===== src/rtl/apb2axi_axi_wr_master.sv =====
// Single-beat AXI write master fed from the APB-side request FIFO.
// Keeps at most one write outstanding: it issues AW and W together, waits for
// the B response, then presents a completion that must be taken with rsp_ready_i
// before the next request is accepted.
module apb2axi_axi_wr_master #(
    parameter int unsigned ADDR_W = 32,
    parameter int unsigned DATA_W = 64,
    parameter int unsigned ID_W   = 4
) (
    input  logic                clk,
    input  logic                rst,

    // Request side
    input  logic                req_valid_i,
    output logic                req_ready_o,
    input  logic [ADDR_W-1:0]   req_addr_i,
    input  logic [DATA_W-1:0]   req_data_i,
    input  logic [DATA_W/8-1:0] req_strb_i,
    input  logic [ID_W-1:0]     req_id_i,

    // AXI write address channel
    output logic                awvalid_o,
    input  logic                awready_i,
    output logic [ADDR_W-1:0]   awaddr_o,
    output logic [ID_W-1:0]     awid_o,
    output logic [7:0]          awlen_o,
    output logic [2:0]          awsize_o,
    output logic [1:0]          awburst_o,

    // AXI write data channel
    output logic                wvalid_o,
    input  logic                wready_i,
    output logic [DATA_W-1:0]   wdata_o,
    output logic [DATA_W/8-1:0] wstrb_o,
    output logic                wlast_o,

    // AXI write response channel
    input  logic                bvalid_i,
    output logic                bready_o,
    input  logic [ID_W-1:0]     bid_i,
    input  logic [1:0]          bresp_i,

    // Completion toward the APB side
    output logic                rsp_valid_o,
    input  logic                rsp_ready_i,
    output logic [ID_W-1:0]     rsp_id_o,
    output logic [1:0]          rsp_resp_o,
    output logic                rsp_id_err_o
);

    localparam int unsigned STRB_W  = DATA_W / 8;
    localparam logic [2:0]  AW_SIZE = 3'($clog2(STRB_W));
    localparam logic [1:0]  RESP_SLVERR = 2'b10;

    typedef enum logic [1:0] {
        StIdle,
        StAddrData,
        StWaitB,
        StResp
    } state_e;

    state_e              state_q, state_d;
    logic [ADDR_W-1:0]   addr_q, addr_d;
    logic [DATA_W-1:0]   data_q, data_d;
    logic [STRB_W-1:0]   strb_q, strb_d;
    logic [ID_W-1:0]     id_q, id_d;
    logic                aw_pend_q, aw_pend_d;
    logic                w_pend_q, w_pend_d;
    logic [1:0]          rsp_resp_q, rsp_resp_d;
    logic                rsp_id_err_q, rsp_id_err_d;

    // State and datapath registers; reset abandons any transaction in flight.
    always_ff @(posedge clk or posedge rst) begin
        if (rst) begin
            state_q      <= StIdle;
            addr_q       <= '0;
            data_q       <= '0;
            strb_q       <= '0;
            id_q         <= '0;
            aw_pend_q    <= 1'b0;
            w_pend_q     <= 1'b0;
            rsp_resp_q   <= 2'b00;
            rsp_id_err_q <= 1'b0;
        end else begin
            state_q      <= state_d;
            addr_q       <= addr_d;
            data_q       <= data_d;
            strb_q       <= strb_d;
            id_q         <= id_d;
            aw_pend_q    <= aw_pend_d;
            w_pend_q     <= w_pend_d;
            rsp_resp_q   <= rsp_resp_d;
            rsp_id_err_q <= rsp_id_err_d;
        end
    end

    // Next-state logic: capture request, retire AW/W independently, take B, hand off.
    always_comb begin
        state_d      = state_q;
        addr_d       = addr_q;
        data_d       = data_q;
        strb_d       = strb_q;
        id_d         = id_q;
        aw_pend_d    = aw_pend_q;
        w_pend_d     = w_pend_q;
        rsp_resp_d   = rsp_resp_q;
        rsp_id_err_d = rsp_id_err_q;

        unique case (state_q)
            StIdle: begin
                if (req_valid_i && req_ready_o) begin
                    addr_d    = req_addr_i;
                    data_d    = req_data_i;
                    strb_d    = req_strb_i;
                    id_d      = req_id_i;
                    aw_pend_d = 1'b1;
                    w_pend_d  = 1'b1;
                    state_d   = StAddrData;
                end
            end
            StAddrData: begin
                if (aw_pend_q && awready_i) begin
                    aw_pend_d = 1'b0;
                end
                if (w_pend_q && wready_i) begin
                    w_pend_d = 1'b0;
                end
                // Both channels done (either order, or together) -> wait for B.
                if (!aw_pend_d && !w_pend_d) begin
                    state_d = StWaitB;
                end
            end
            StWaitB: begin
                if (bvalid_i) begin
                    rsp_id_err_d = (bid_i != id_q);
                    rsp_resp_d   = (bid_i != id_q) ? RESP_SLVERR : bresp_i;
                    state_d      = StResp;
                end
            end
            StResp: begin
                if (rsp_ready_i) begin
                    state_d = StIdle;
                end
            end
            default: begin
                state_d = StIdle;
            end
        endcase
    end

    // Output decode; valids come straight from state/pending flags.
    always_comb begin
        req_ready_o  = (state_q == StIdle) && !rst;
        awvalid_o    = aw_pend_q;
        awaddr_o     = addr_q;
        awid_o       = id_q;
        awlen_o      = 8'd0;
        awsize_o     = AW_SIZE;
        awburst_o    = 2'b01;
        wvalid_o     = w_pend_q;
        wdata_o      = data_q;
        wstrb_o      = strb_q;
        wlast_o      = w_pend_q;
        bready_o     = (state_q == StWaitB);
        rsp_valid_o  = (state_q == StResp);
        rsp_id_o     = id_q;
        rsp_resp_o   = rsp_resp_q;
        rsp_id_err_o = rsp_id_err_q;
    end

endmodule

===== config.mk =====
export PLATFORM = sky130hd
export DESIGN_NAME = apb2axi_axi_wr_master
export DESIGN_NICKNAME = d
export VERILOG_FILES = /design/src/rtl/apb2axi_axi_wr_master.sv
export SDC_FILE = /design/constraint.sdc
export NUM_CORES = 1
export LEC_CHECK = 0
export ABC_AREA = 1
export BUFFER_PORTS_ARGS = -buffer_cell sky130_fd_sc_hd__buf_2
export CAP_MARGIN = 5
export CORE_MARGIN = 8
export CORE_UTILIZATION = 30
export CTS_CLUSTER_DIAMETER = 30
export DETAILED_ROUTE_END_ITERATION = 10
export SETUP_SLACK_MARGIN = 0.2
export SYNTH_ARGS = -nofsm -noshare
export SYNTH_HDL_FRONTEND = slang
export SYNTH_SLANG_ARGS = --single-unit

===== constraint.sdc =====
create_clock -name clk -period 9.9 [get_ports clk]
set_input_delay 0.495 -clock clk [delete_from_list [all_inputs] [get_ports clk]]
set_output_delay 0.495 -clock clk [all_outputs]
set_load 0.05 [all_outputs]

Word-level counts from Yosys, hierarchy flattened
Cells that the tools add are included.
- equal/unequal tests: 8
- mux-type cells: 13
- reductions and logical operators: 14
- operators with widths (cell ; count):
    $mux W2 ; 5
    $pmux W2 S4 ; 1
    $ne A2 B2 Y1 const B ; 3
    $reduce_and A2 Y1 ; 3
    $logic_and A1 B1 Y1 ; 5
    $mux W1 ; 5
    $eq A2 B2 Y1 const B ; 2
    $ne A4 B4 Y1 ; 1
    $pmux W1 S2 ; 2
    $reduce_and A4 Y1 ; 1
    $logic_not A1 Y1 ; 3
    $eq A2 B1 Y1 const B ; 1
    $logic_not A2 Y1 ; 1
    $ne A2 B1 Y1 const B ; 1
    $reduce_bool A2 Y1 ; 1
- register bits after elaboration: 115
- input bits: 121
- output and inout bits: 134
- word-level logic and storage cells: 44

Logic depth before layout (Yosys ltp)
Gate-level depths: netlist of run 1.
- word-level depth: 7
- depth in mapped cells: 9
- depth with buffers taken out: 8

Worst setup path before layout of run 1
No wires, ideal clock.
- kind: input port to flip-flop
- start point: input port rst
- end point: register state_q[0]
- setup time: 0.117 ns
- arrival: 3.575 ns
- data required time: 9.783 ns
- path slack: 6.208 ns
- stages on the path: 6
- path buffers: 0
- cell sequence: inv_1 > a21oi_1 > nor2_1 > nand2_1 > nand2_1 > nand2_1
- longest elaborated chain between the ends: 5
- ends and longest elaborated chain (item ; line ; source):
    from (decl) ; 11 ; input logic rst,
    $logic_not A1 Y1 ; 153 ; req_ready_o = (state_q == StIdle) && !rst;
    $logic_and A1 B1 Y1 ; 153 ;
    $logic_and A1 B1 Y1 ; 111 ; if (req_valid_i && req_ready_o) begin
    $ne A2 B2 Y1 (no line) ; - ;
    $reduce_and A4 Y1 (no line) ; - ;
    to (signal assigned) ; 75 ; state_q <= StIdle;
    to (signal assigned) ; 85 ; state_q <= state_d;
    to (decl) ; 62 ; state_e state_q, state_d;
No other way between the ends.
A chain may end at the register's enable or synchronous reset.

Worst setup path in the final report of run 1
- start point: register state_q[0]
- end point: output port req_ready_o
- longest elaborated chain between the ends: 2
- ends and longest elaborated chain (item ; line ; source):
    $logic_not A2 Y1 ; 153 ;
    $logic_and A1 B1 Y1 ; 153 ;
    to (decl) ; 15 ; output logic req_ready_o,
No other way between the ends.

==> summary.txt, run 1 <==
Clock network
  • CTS tree: yes
  • Post-cts gate resize count: 0
  • Cell at the root of the clock tree: clkbuf_16
  • Hold_buf cts: 0
  • Number of buffers inserted to repair setup after CTS: 0
  • Max H-tree Level: 4
  • Worst-Skew Late Latency: 410 ps
  • TritonCTS buffer count: 17
  • Clock transition at the register clock pins on the worst setup and hold paths after CTS: 50 ps
  • TritonCTS sink count: ~120
  • Deepest clock path buffer count: 2

Global routing
  • Largest net degree at the start of global routing: 70
  • Antenna violations before repair: 2
  • Total congestion overflow after global routing: 0
  • Number of global-route vias before repair: 4445
  • Wire length of the first global-routing pass: 23450 um
  • Overall global routing resource usage: 14.66%

Flow run
  • Maxcap violations: 0

Synth
  • Ranking of synthesized cells by area: dfrtp_1 (59%), nand2_1 (18%), nand3_1 (11%)
  • Mapped Cells: 562
  • Mean post-synth cell area: 8.656 um^2
  • Sequential cell area fraction in the yosys report: around three fifths
  • Syn. warnings: 0
  • Post-synthesis sequential element count: approximately 120
  • Portion of synthesized cell area occupied by the leading cell type: 59.16%
  • Library cell occupying the most area in the post-synthesis netlist: dfrtp_1
  • Post-synthesis cell type count: 20
  • Synth Cell Area: 4865 um^2

Critical path
  • WP data arrival: 2710 ps
  • Crit start category: flop
  • Worst endpoint required time: 9410 ps
  • Worst-path maximum fanout: 56
  • Setup CP Type: flop to output pin
  • Nature of the critical path endpoint: output pin

Worst hold path
  • Hold Crit Class: input pin to async pin

Timing
  • Unrepaired setup endpoints after global routing: no
  • Post-Route Setup TNS: 0 ps
  • Final number of max-transition violations: 0
  • Number of hold violations in the final report: 0
  • Maximum clock frequency: 0.3120 GHz
  • Layout Skew: 7.008 ps
  • Worst slew margin relative to its limit: 41.86%
  • Fin crit share: 32.37%
  • Slew at the pin with the worst max-slew slack: 872.1 ps
  • Post-route minimum period: about 3200 ps
  • Final setup vio count: 0

Drt
  • Number of nets still failing antenna checks after routing: 0
  • Remaining design rule violation count: 0
  • Overall via count from detail_route: 4406
  • First-pass iteration count of the detailed router: 4
  • Final WL: 15230 um
  • Routed vias/inst: around 4.3
  • Starting DRC count in detailed routing: 169
  • Routed length per instance: 14.99 um

Power and ir drop
  • Cell Int Power: 1.409 mW
  • Sequential fraction of design power: between 20% and 30%
  • Leakage: approximately 3.9 nW
  • PD cells: 433.8 nW/um^2
  • Combinational fraction of design power: 50.7%
  • Switching Fraction: 51.88%
  • Part of the total power dissipated in the clock network: between 20% and 30%
  • Peak supply drop: 0.0002085 V
  • Overall power after layout: 2.928 mW
  • NetSw: 1.519 mW

Cells and area
  • Syn-to-layout area delta: 38.76%
  • Fraction of layout cells with a size suffix above 1: 35.09%
  • Number of nets in the finished design: between 900 and 1000
  • Most common cell after layout, fill and taps aside: buf_2
  • Top library cells by usage in the layout, fill and taps aside: buf_2 (240), nand2_1 (236), dfrtp_1 (115), nand3_1 (107)
  • Post-Layout Inst Area: 6750 um^2

Place
  • Half-perimeter wire length of the detailed placement result: 10790 um
  • Port buffer count: 241
  • Final RePlAce weighted congestion: 0.7302
  • Cell area reported after detailed placement: a little over 6000 um^2

Floorplan
  • Site Rows: between 40 and 50
  • Core area: about 16000 um^2
  • Floorplan die width: 143.3 um
  • Full die area: 20550 um^2
  • IO Count: 255
  • Initial core utilization: a little over 30%
  • Chip Height: about 140 um

Status
  • Run status: finished clean
## power by group through the flow
stage | registers (mW) | clock network (mW) | logic, mW
floorplan | 1.57 | 0 | 0.389
global placement | 0.815 | 0 | 1.49
detailed placement | 0.811 | 0 | 1.51
CTS | 0.810 | 0.650 | 1.50
global route | 0.840 | 0.670 | 1.58
finish | 0.809 | 0.634 | 1.49
## cell usage after synthesis
cell,instances
nand2_1,237
nor3_1,1
clkbuf_1,8
nor2_1,9
or2_2,1
o21ai_1,2
conb_1,2
inv_2,1
inv_1,18
buf_2,20
nand4_1,1
a21oi_1,6
buf_4,19
nor2_4,1
o21ai_0,3
ha_1,5
buf_6,1
dfrtp_1,115
buf_1,5
nand3_1,107
## layout make-up
class / instances / area (um^2)
Timing Repair Buffer: 246 / 1246
Multi-Input combinational cell: 386 / 1662
Clock buffer: 24 / 491.7
Antenna cell: 2 / 5.005
Inverter: 19 / 73.82
Fill cell: 1664 / 9135
Clock inverter: 8 / 123.9
Tap cell: 216 / 270.3
Sequential cell: 115 / 2878
## critical path, stage by stage (launching register included)
cell	delay, ps
dfrtp_1	420
inv_1	120
ha_1	200
inv_2	60
nor2_4	110
buf_4	480
buf_4	540
buf_2	360
## final timing paths
check / start / end / slack [ps] / depth (start not counted)
setup / recovery: state_q[0]$_DFFE_PP0P_ / req_ready_o / 6700 / 7
hold / removal: rst / awvalid_o$_DFFE_PP0P_ / 310 / 2
setup reg to reg: state_q[0]$_DFFE_PP0P_ / wlast_o$_DFFE_PP0P_ / 7520 / 9
hold reg to reg: wdata_o[10]$_DFFE_PP0P_ / wdata_o[10]$_DFFE_PP0P_ / 460 / 2
max in group asynchronous: rst / awaddr_o[20]$_DFFE_PP0P_ / 8450 / 3
min in group clk: req_data_i[32] / wdata_o[32]$_DFFE_PP0P_ / 310 / 3
## cell families (layout without fill, tap and decap cells)
family / count (synthesis) / count (layout) / share of synthesized area, %
buf+inv: 72 / 297 / 7.690
fa+ha+maj: 5 / 5 / 1.286
compound gates: 11 / 11 / 1.132
flops: 115 / 115 / 59.16
simple gates: 357 / 357 / 30.58
other cells: 2 / 15 / 0.1544
## flip-flops by register name (all words and copies together), names as in the netlist
name / flops
rsp_resp_o: 2
awaddr_o: 32
wlast_o: 1
awid_o: 4
wstrb_o: 8
state_q: 2
rsp_id_err_o: 1
awvalid_o: 1
wdata_o: 64
## routing by layer
| layer | track usage (%) | vias to the layer above | routed length (um) |
|---|---|---|---|
| met3 | 7.266 | 16 | 1724 |
| li1 | - | 2197 | - |
| met1 | 17.25 | 2025 | 6241 |
| met2 | 22.89 | 166 | 7096 |
| met4 | 4.870 | 2 | 154 |
| met5 | 0 | - | 15 |
## stage by stage
step	util [%]	hold WS, ps	worst slack (ps)	std cells
5_1_grt	42.48	304.0	6462	1015
2_1_floorplan	-	490.5	6208	573
4_1_cts	42.46	296.4	6603	1014
6_report	42.49	310.8	6695	1016
3_5_place_dp	38.59	452.7	7056	982
3_3_place_gp	38.59	448.3	7101	982
No activity file was read; power rests on OpenSTA's default activity.
==> inputs of run 2 (changes only) <==
Clock period 9.9 ns to 3.1 ns, I/O delays scaled along.
==> summary.txt, run 2 (same netlist as run 1, synthesis figures left out) <==
Status
  • Run status: complete, but fails checks
  • Violated checks: negative hold slack

Critical path
  • Number of cells on the worst reg-to-reg path: 8 (-1)
  • WP data arrival: 2120 ps (-590 ps)
  • Crit start category: flop
  • Launch instance of the worst register-to-register path: state_q[0]$_DFFE_PP0P_
  • Worst flop-to-flop path endpoint: awaddr_o[12]$_DFFE_PP0P_
  • Critical path startpoint: state_q[1]$_DFFE_PP0P_
  • Nature of the critical path endpoint: output pin
  • Worst R2R Setup Slack: 1070 ps (-6450 ps)
  • Worst endpoint required time: 2940 ps (-6470 ps)
  • Worst-path maximum fanout: 105 (+88%)
  • Setup CP Type: flop to output pin
  • Worst Setup EP: req_ready_o

Drt
  • Remaining design rule violation count: 0 (unchanged)
  • Number of nets still failing antenna checks after routing: 0 (unchanged)
  • Final WL: 16850 um (+11%)
  • Routed vias/inst: 4.377 (+0.92%)
  • Starting DRC count in detailed routing: 256 (+51%)
  • Routed length per instance: 15.11 um (+0.79%)
  • Overall via count from detail_route: 4880 (+11%)
  • First-pass iteration count of the detailed router: 7 (+3)

Timing
  • Post-Route Setup TNS: 0 ps (unchanged)
  • Post-route minimum period: 2272 ps
  • Layout Skew: 6.011 ps (-0.9966 ps)
  • Maximum clock frequency: 0.4402 GHz
  • Worst slew margin relative to its limit: 54.15% (+12 points)
  • Slew at the pin with the worst max-slew slack: 687.7 ps (-184.4 ps)
  • Minimum setup slack in the final design: 828.1 ps (-5867 ps)
  • Unrepaired setup endpoints after global routing: no
  • Final number of max-transition violations: 0 (unchanged)
  • Number of hold violations in the final report: 48 (+48)
  • Final Hold Slack: -27.21 ps (-338.0 ps)
  • Final setup vio count: 0 (unchanged)
  • Fin crit share: 73.29%

Power and ir drop
  • Overall power after layout: 9.510 mW (+220%)
  • Leakage: 4.353 nW (+11%)
  • Peak supply drop: 0.0005184 V (+150%)
  • PD cells: 1224 nW/um^2 (+180%)

Clock network
  • Post-cts gate resize count: 0 (unchanged)
  • Hold_buf cts: 98 (+98)
  • Max H-tree Level: 4 (unchanged)
  • Deepest clock path buffer count: 2 (unchanged)
  • TritonCTS buffer count: 17 (unchanged)
  • CTS tree: yes
  • Cell at the root of the clock tree: clkbuf_16
  • Worst-Skew Late Latency: 400 ps (about the same)
  • Clock transition at the register clock pins on the worst setup and hold paths after CTS: 60 ps (about the same)
  • Number of buffers inserted to repair setup after CTS: 0 (unchanged)
  • TritonCTS sink count: 115 (unchanged)

Place
  • Half-perimeter wire length of the detailed placement result: 10550 um (-2.2%)
  • Final RePlAce weighted congestion: 0.7554 (+3.5%)
  • Cell count after placement: 983 (+0.10%)
  • Worst slack, placed: 1076 ps (-5980 ps)
  • Port buffer count: 241 (unchanged)

Worst hold path
  • Hold Crit Class: input pin to async pin

Global routing
  • Wire length of the first global-routing pass: 26530 um (+13%)
  • Number of global-route vias before repair: 5143 (+16%)
  • Total congestion overflow after global routing: 0 (unchanged)
  • Antenna violations before repair: 0 (-2)
  • Largest net degree at the start of global routing: 116 (+66%)
  • Overall global routing resource usage: 16.37% (+1.7 points)

Floorplan
  • IO Count: 255 (unchanged)
  • Initial core utilization: 30.62% (unchanged)
  • Full die area: 20550 um^2 (unchanged)
  • Floorplan die width: 143.3 um (unchanged)
  • Chip Height: 143.3 um (unchanged)
  • Site Rows: 46 (unchanged)
  • Core area: 15890 um^2 (unchanged)

Cells and area
  • Final standard cell count with taps included and fillers excluded: 1115 (+9.7%)
  • Fraction of layout cells with a size suffix above 1: 31.66% (-3.4 points)
  • Largest register FFs: 64 (unchanged)
  • Number of nets in the finished design: 1010 (+11%)
  • Syn-to-layout area delta: 59.72%
  • Top library cells by usage in the layout, fill and taps aside: buf_2 (240), nand2_1 (236), dfrtp_1 (115), nand3_1 (107), dlygate4sd3_1 (98)
  • Footprint of the multi-input gates: 1662 um^2 (unchanged)
  • Filler cell count in the final layout: 1530 (-8.1%)
  • Most common cell after layout, fill and taps aside: buf_2
  • Storage cell area: 2878 um^2 (unchanged)

Flow run
  • Maxcap violations: 0 (unchanged)
==> run 2: critical path, cell delays in order, from the launching register on <==
cell     delay, ps
dfrtp_1        410
inv_1          120
ha_1           200
inv_2           60
nor2_4         140
buf_12         390
buf_2          350
==> run 2: final cells by class <==
cell class | count | share of cell area, %
Sequential cell | 115 | 37.04
Timing Repair Buffer | 345 | 29.08
Multi-Input combinational cell | 386 | 21.38
Clock buffer | 20 | 6.006
Tap cell | 216 | 3.478
Clock inverter | 12 | 1.981
Inverter | 19 | 0.9662
Antenna cell | 2 | 0.06441
==> run 2: layer usage <==
layer	GRT usage (%)	wire length (um)	part of all wire, %	up-vias
met5	0	0	0	-
met4	6.198	383	2.3	0
met3	5.640	1487	8.8	25
met2	26.73	7947	47	202
met1	19.52	7030	42	2261
li1	-	-	-	2392
==> run 2: metrics by stage <==
stage | util (%) | cell area [um^2]
after floorplan | - | 4910
after global placement | 38.80 | 6163
after detailed placement | 38.80 | 6163
after CTS | 48.88 | 7765
after global routing | 48.88 | 7765
final | 48.91 | 7770
==> run 2: power breakdown <==
| part | total [mW] | internal, mW | switching [mW] |
|---|---|---|---|
| Sequential | 2.60 | 2.21 | 0.394 |
| Combinational | 4.88 | 1.04 | 3.84 |
| Clock | 2.04 | 1.33 | 0.707 |
| Total | 9.51 | 4.57 | 4.94 |
==> run 2: how the worst min path moves through the flow <==
stage | startpoint | end | slack, ps | depth (start not counted)
floorplan | req_addr_i[0] | awaddr_o[0]$_DFFE_PP0P_ | 300 | 2
global placement | req_data_i[58] | wdata_o[58]$_DFFE_PP0P_ | 380 | 3
detailed placement | req_data_i[62] | wdata_o[62]$_DFFE_PP0P_ | 390 | 3
CTS | rst | awvalid_o$_DFFE_PP0P_ | 2 | 3
global route | rst | awvalid_o$_DFFE_PP0P_ | 20 | 3
finish | rst | awvalid_o$_DFFE_PP0P_ | -30 | 3
==> inputs of run 3 (changes only) <==
Clock period 3.1 ns to 1.9 ns, I/O delays scaled along.
==> summary.txt, run 3 (same netlist as run 1, synthesis figures left out) <==
Clock network
  • Max H-tree Level: 4 (unchanged)
  • CTS tree: yes
  • TritonCTS buffer count: 17 (unchanged)
  • Worst-Skew Late Latency: 410 ps (about the same)
  • Deepest clock path buffer count: 2 (unchanged)
  • Cell at the root of the clock tree: clkbuf_16
  • Clock transition at the register clock pins on the worst setup and hold paths after CTS: 60 ps (about the same)
  • TritonCTS sink count: 115 (unchanged)

Drt
  • Final WL: 17470 um (+3.7%)
  • Routed met3 length: 1510 um (+1.5%)
  • Overall via count from detail_route: 4988 (+2.2%)
  • Number of nets still failing antenna checks after routing: 0 (unchanged)
  • Starting DRC count in detailed routing: 213 (-17%)
  • Remaining design rule violation count: 0 (unchanged)
  • Highest routed layer: met4
  • Routed length per instance: 15.30 um (+1.3%)
  • First-pass iteration count of the detailed router: 4 (-3)
  • Routed vias/inst: 4.368 (-0.20%)
  • Wire length on met2: 8230 um (+3.6%)
  • Met1 wire length: 7322 um (+4.2%)

Cells and area
  • Antenna diode count: 0 (-2)
  • Post-Layout Inst Area: 8213 um^2 (+5.7%)
  • Syn-to-layout area delta: 68.83%
  • Top library cells by usage in the layout, fill and taps aside: buf_2 (239), nand2_1 (236), dfrtp_1 (115), dlygate4sd3_1 (111), nand3_1 (107)
  • Fraction of layout cells with a size suffix above 1: 32.61% (+0.95 points)
  • Storage cell area: 2878 um^2 (unchanged)
  • Most common cell after layout, fill and taps aside: buf_2
  • Filler cell count in the final layout: 1480 (-3.3%)
  • Largest register FFs: 64 (unchanged)
  • Footprint of the multi-input gates: 1683 um^2 (+1.3%)
  • Number of nets in the finished design: 1039 (+2.9%)
  • Final standard cell utilization of the core: 51.70% (+2.8 points)

Critical path
  • Top Family by Delay on Critical Path: buffers and inverters
  • Slowest cell delay on critical path: 390 ps (-20 ps)
  • Worst endpoint required time: 2240 ps (-700 ps)
  • WP data arrival: 1940 ps (-180 ps)
  • Worst path cell trace: inv_2 > ha_4 > inv_2 > nor2_4 > buf_6 > buf_4 > nand3_1 > nand2_1
  • Worst path buffer plus inverter count: 4 (unchanged)
  • Nature of the critical path endpoint: flop
  • Master of the slowest instance on the critical path: dfrtp_1
  • Crit path top cell by count: inv_2
  • Worst R2R Setup Slack: 310 ps (-760 ps)
  • Crit start category: flop
  • Setup CP Type: flop to flop
  • Worst-path maximum fanout: 28 (-73%)

Floorplan
  • Chip Height: 143.3 um (unchanged)
  • Full die area: 20550 um^2 (unchanged)
  • Site Rows: 46 (unchanged)
  • Initial core utilization: 30.62% (unchanged)
  • IO Count: 255 (unchanged)
  • Floorplan die width: 143.3 um (unchanged)
  • Core area: 15890 um^2 (unchanged)

Flow run
  • Maxcap violations: 0 (unchanged)

Place
  • Port buffer count: 241 (unchanged)
  • Cell area reported after detailed placement: 6196 um^2 (+0.53%)
  • Final RePlAce weighted congestion: 0.7798 (+3.2%)
  • Half-perimeter wire length of the detailed placement result: 10630 um (+0.76%)

Status
  • Run status: finished clean

Power and ir drop
  • Part of the total power dissipated in the clock network: 21.3% (about the same)
  • Leakage: 4.553 nW (+4.6%)
  • Sequential fraction of design power: 26.5% (-0.8 points)
  • Peak supply drop: 0.0008381 V (+62%)
  • PD cells: 1955 nW/um^2 (+60%)
  • Cell Int Power: 7.883 mW (+72%)
  • NetSw: 8.172 mW (+65%)
  • Overall power after layout: 16.05 mW (+69%)
  • Switching Fraction: 50.90% (-1.0 points)
  • Combinational fraction of design power: 52.3% (+1.0 points)

Timing
  • Post-route minimum period: 1595 ps
  • Layout Skew: 6.651 ps (+0.6399 ps)
  • Worst slew margin relative to its limit: 59.48% (+5.3 points)
  • Maximum clock frequency: 0.6271 GHz
  • Number of hold violations in the final report: 0 (-100%)
  • Slew at the pin with the worst max-slew slack: 607.8 ps (-79.83 ps)
  • Post-Route Setup TNS: 0 ps (unchanged)
  • Fin crit share: 83.93%
  • Final number of max-transition violations: 0 (unchanged)
  • Unrepaired setup endpoints after global routing: no
  • Final setup vio count: 0 (unchanged)

Global routing
  • Antenna violations before repair: 0 (unchanged)
  • Largest net degree at the start of global routing: 116 (unchanged)
  • Wire length of the first global-routing pass: 27260 um (+2.8%)
  • Number of global-route vias before repair: 5253 (+2.1%)
  • Overall global routing resource usage: 16.92% (+0.56 points)
  • Total congestion overflow after global routing: 0 (unchanged)

Worst hold path
  • Hold Crit Class: input pin to flop
## run 3: repair_timing
| action | in CTS | in global routing |
|---|---|---|
| endpoints found under the hold margin | 225 | 0 |
| resized for setup | 8 | 6 |
| setup buffers | 4 | 7 |
| endpoints found under the setup margin | 1 | 107 |
| gates cloned | 3 | 1 |
| pin swaps | 1 | 1 |
| hold buffers | 111 | 0 |
## run 3: worst register-to-register path, stage by stage, from the launching register on
cell     delay (ps)
dfrtp_1         390
inv_2           100
ha_4            150
inv_2            40
nor2_4          130
buf_6           150
buf_4           290
nand3_1         180
nand2_1         100
## run 3: path summary, 6_finish.rpt
kind                                         startpoint                       to  cells after the start
worst max register to register   state_q[0]$_DFFE_PP0P_  wdata_o[58]$_DFFE_PP0P_                      8
worst min-delay path                           wready_i      wlast_o$_DFFE_PP0P_                      4
worst min register to register  wdata_o[47]$_DFFE_PP0P_  wdata_o[47]$_DFFE_PP0P_                      2
min in group asynchronous                           rst      wlast_o$_DFFE_PP0P_                      4
worst max-delay path             state_q[0]$_DFFE_PP0P_  wdata_o[58]$_DFFE_PP0P_                      8
max in group asynchronous                           rst   wdata_o[9]$_DFFE_PP0P_                      4
## run 3: cell type report
type	instances	share of cell area (%)
Sequential cell	115	35.04
Timing Repair Buffer	374	32.53
Multi-Input combinational cell	386	20.49
Clock buffer	20	5.561
Tap cell	216	3.291
Clock inverter	12	2.179
Inverter	19	0.9141
## run 3: through the flow
stage,hold WS [ps],std cells,setup slack [ps]
after floorplan,239.7,573,-602.4
final,45.20,1142,305.3
after CTS,24.98,1134,181.5
after detailed placement,329.4,984,264.2
after global routing,80.98,1142,189.4
after global placement,322.8,984,293.2
## run 3: layer usage
| layer | vias up | track usage, % |
|---|---|---|
| met5 | - | 0 |
| met4 | 0 | 7.858 |
| met3 | 25 | 5.474 |
| met2 | 213 | 26.96 |
| met1 | 2292 | 20.44 |
| li1 | 2458 | - |
## run 3: power groups by stage
stage	combinational, mW	sequential (mW)	clock (mW)
2_1_floorplan	2.03	8.16	0
3_3_place_gp	7.80	4.24	0
3_5_place_dp	7.88	4.24	0
4_1_cts	8.31	4.24	3.51
5_1_grt	8.93	4.39	3.61
6_report	8.39	4.25	3.42
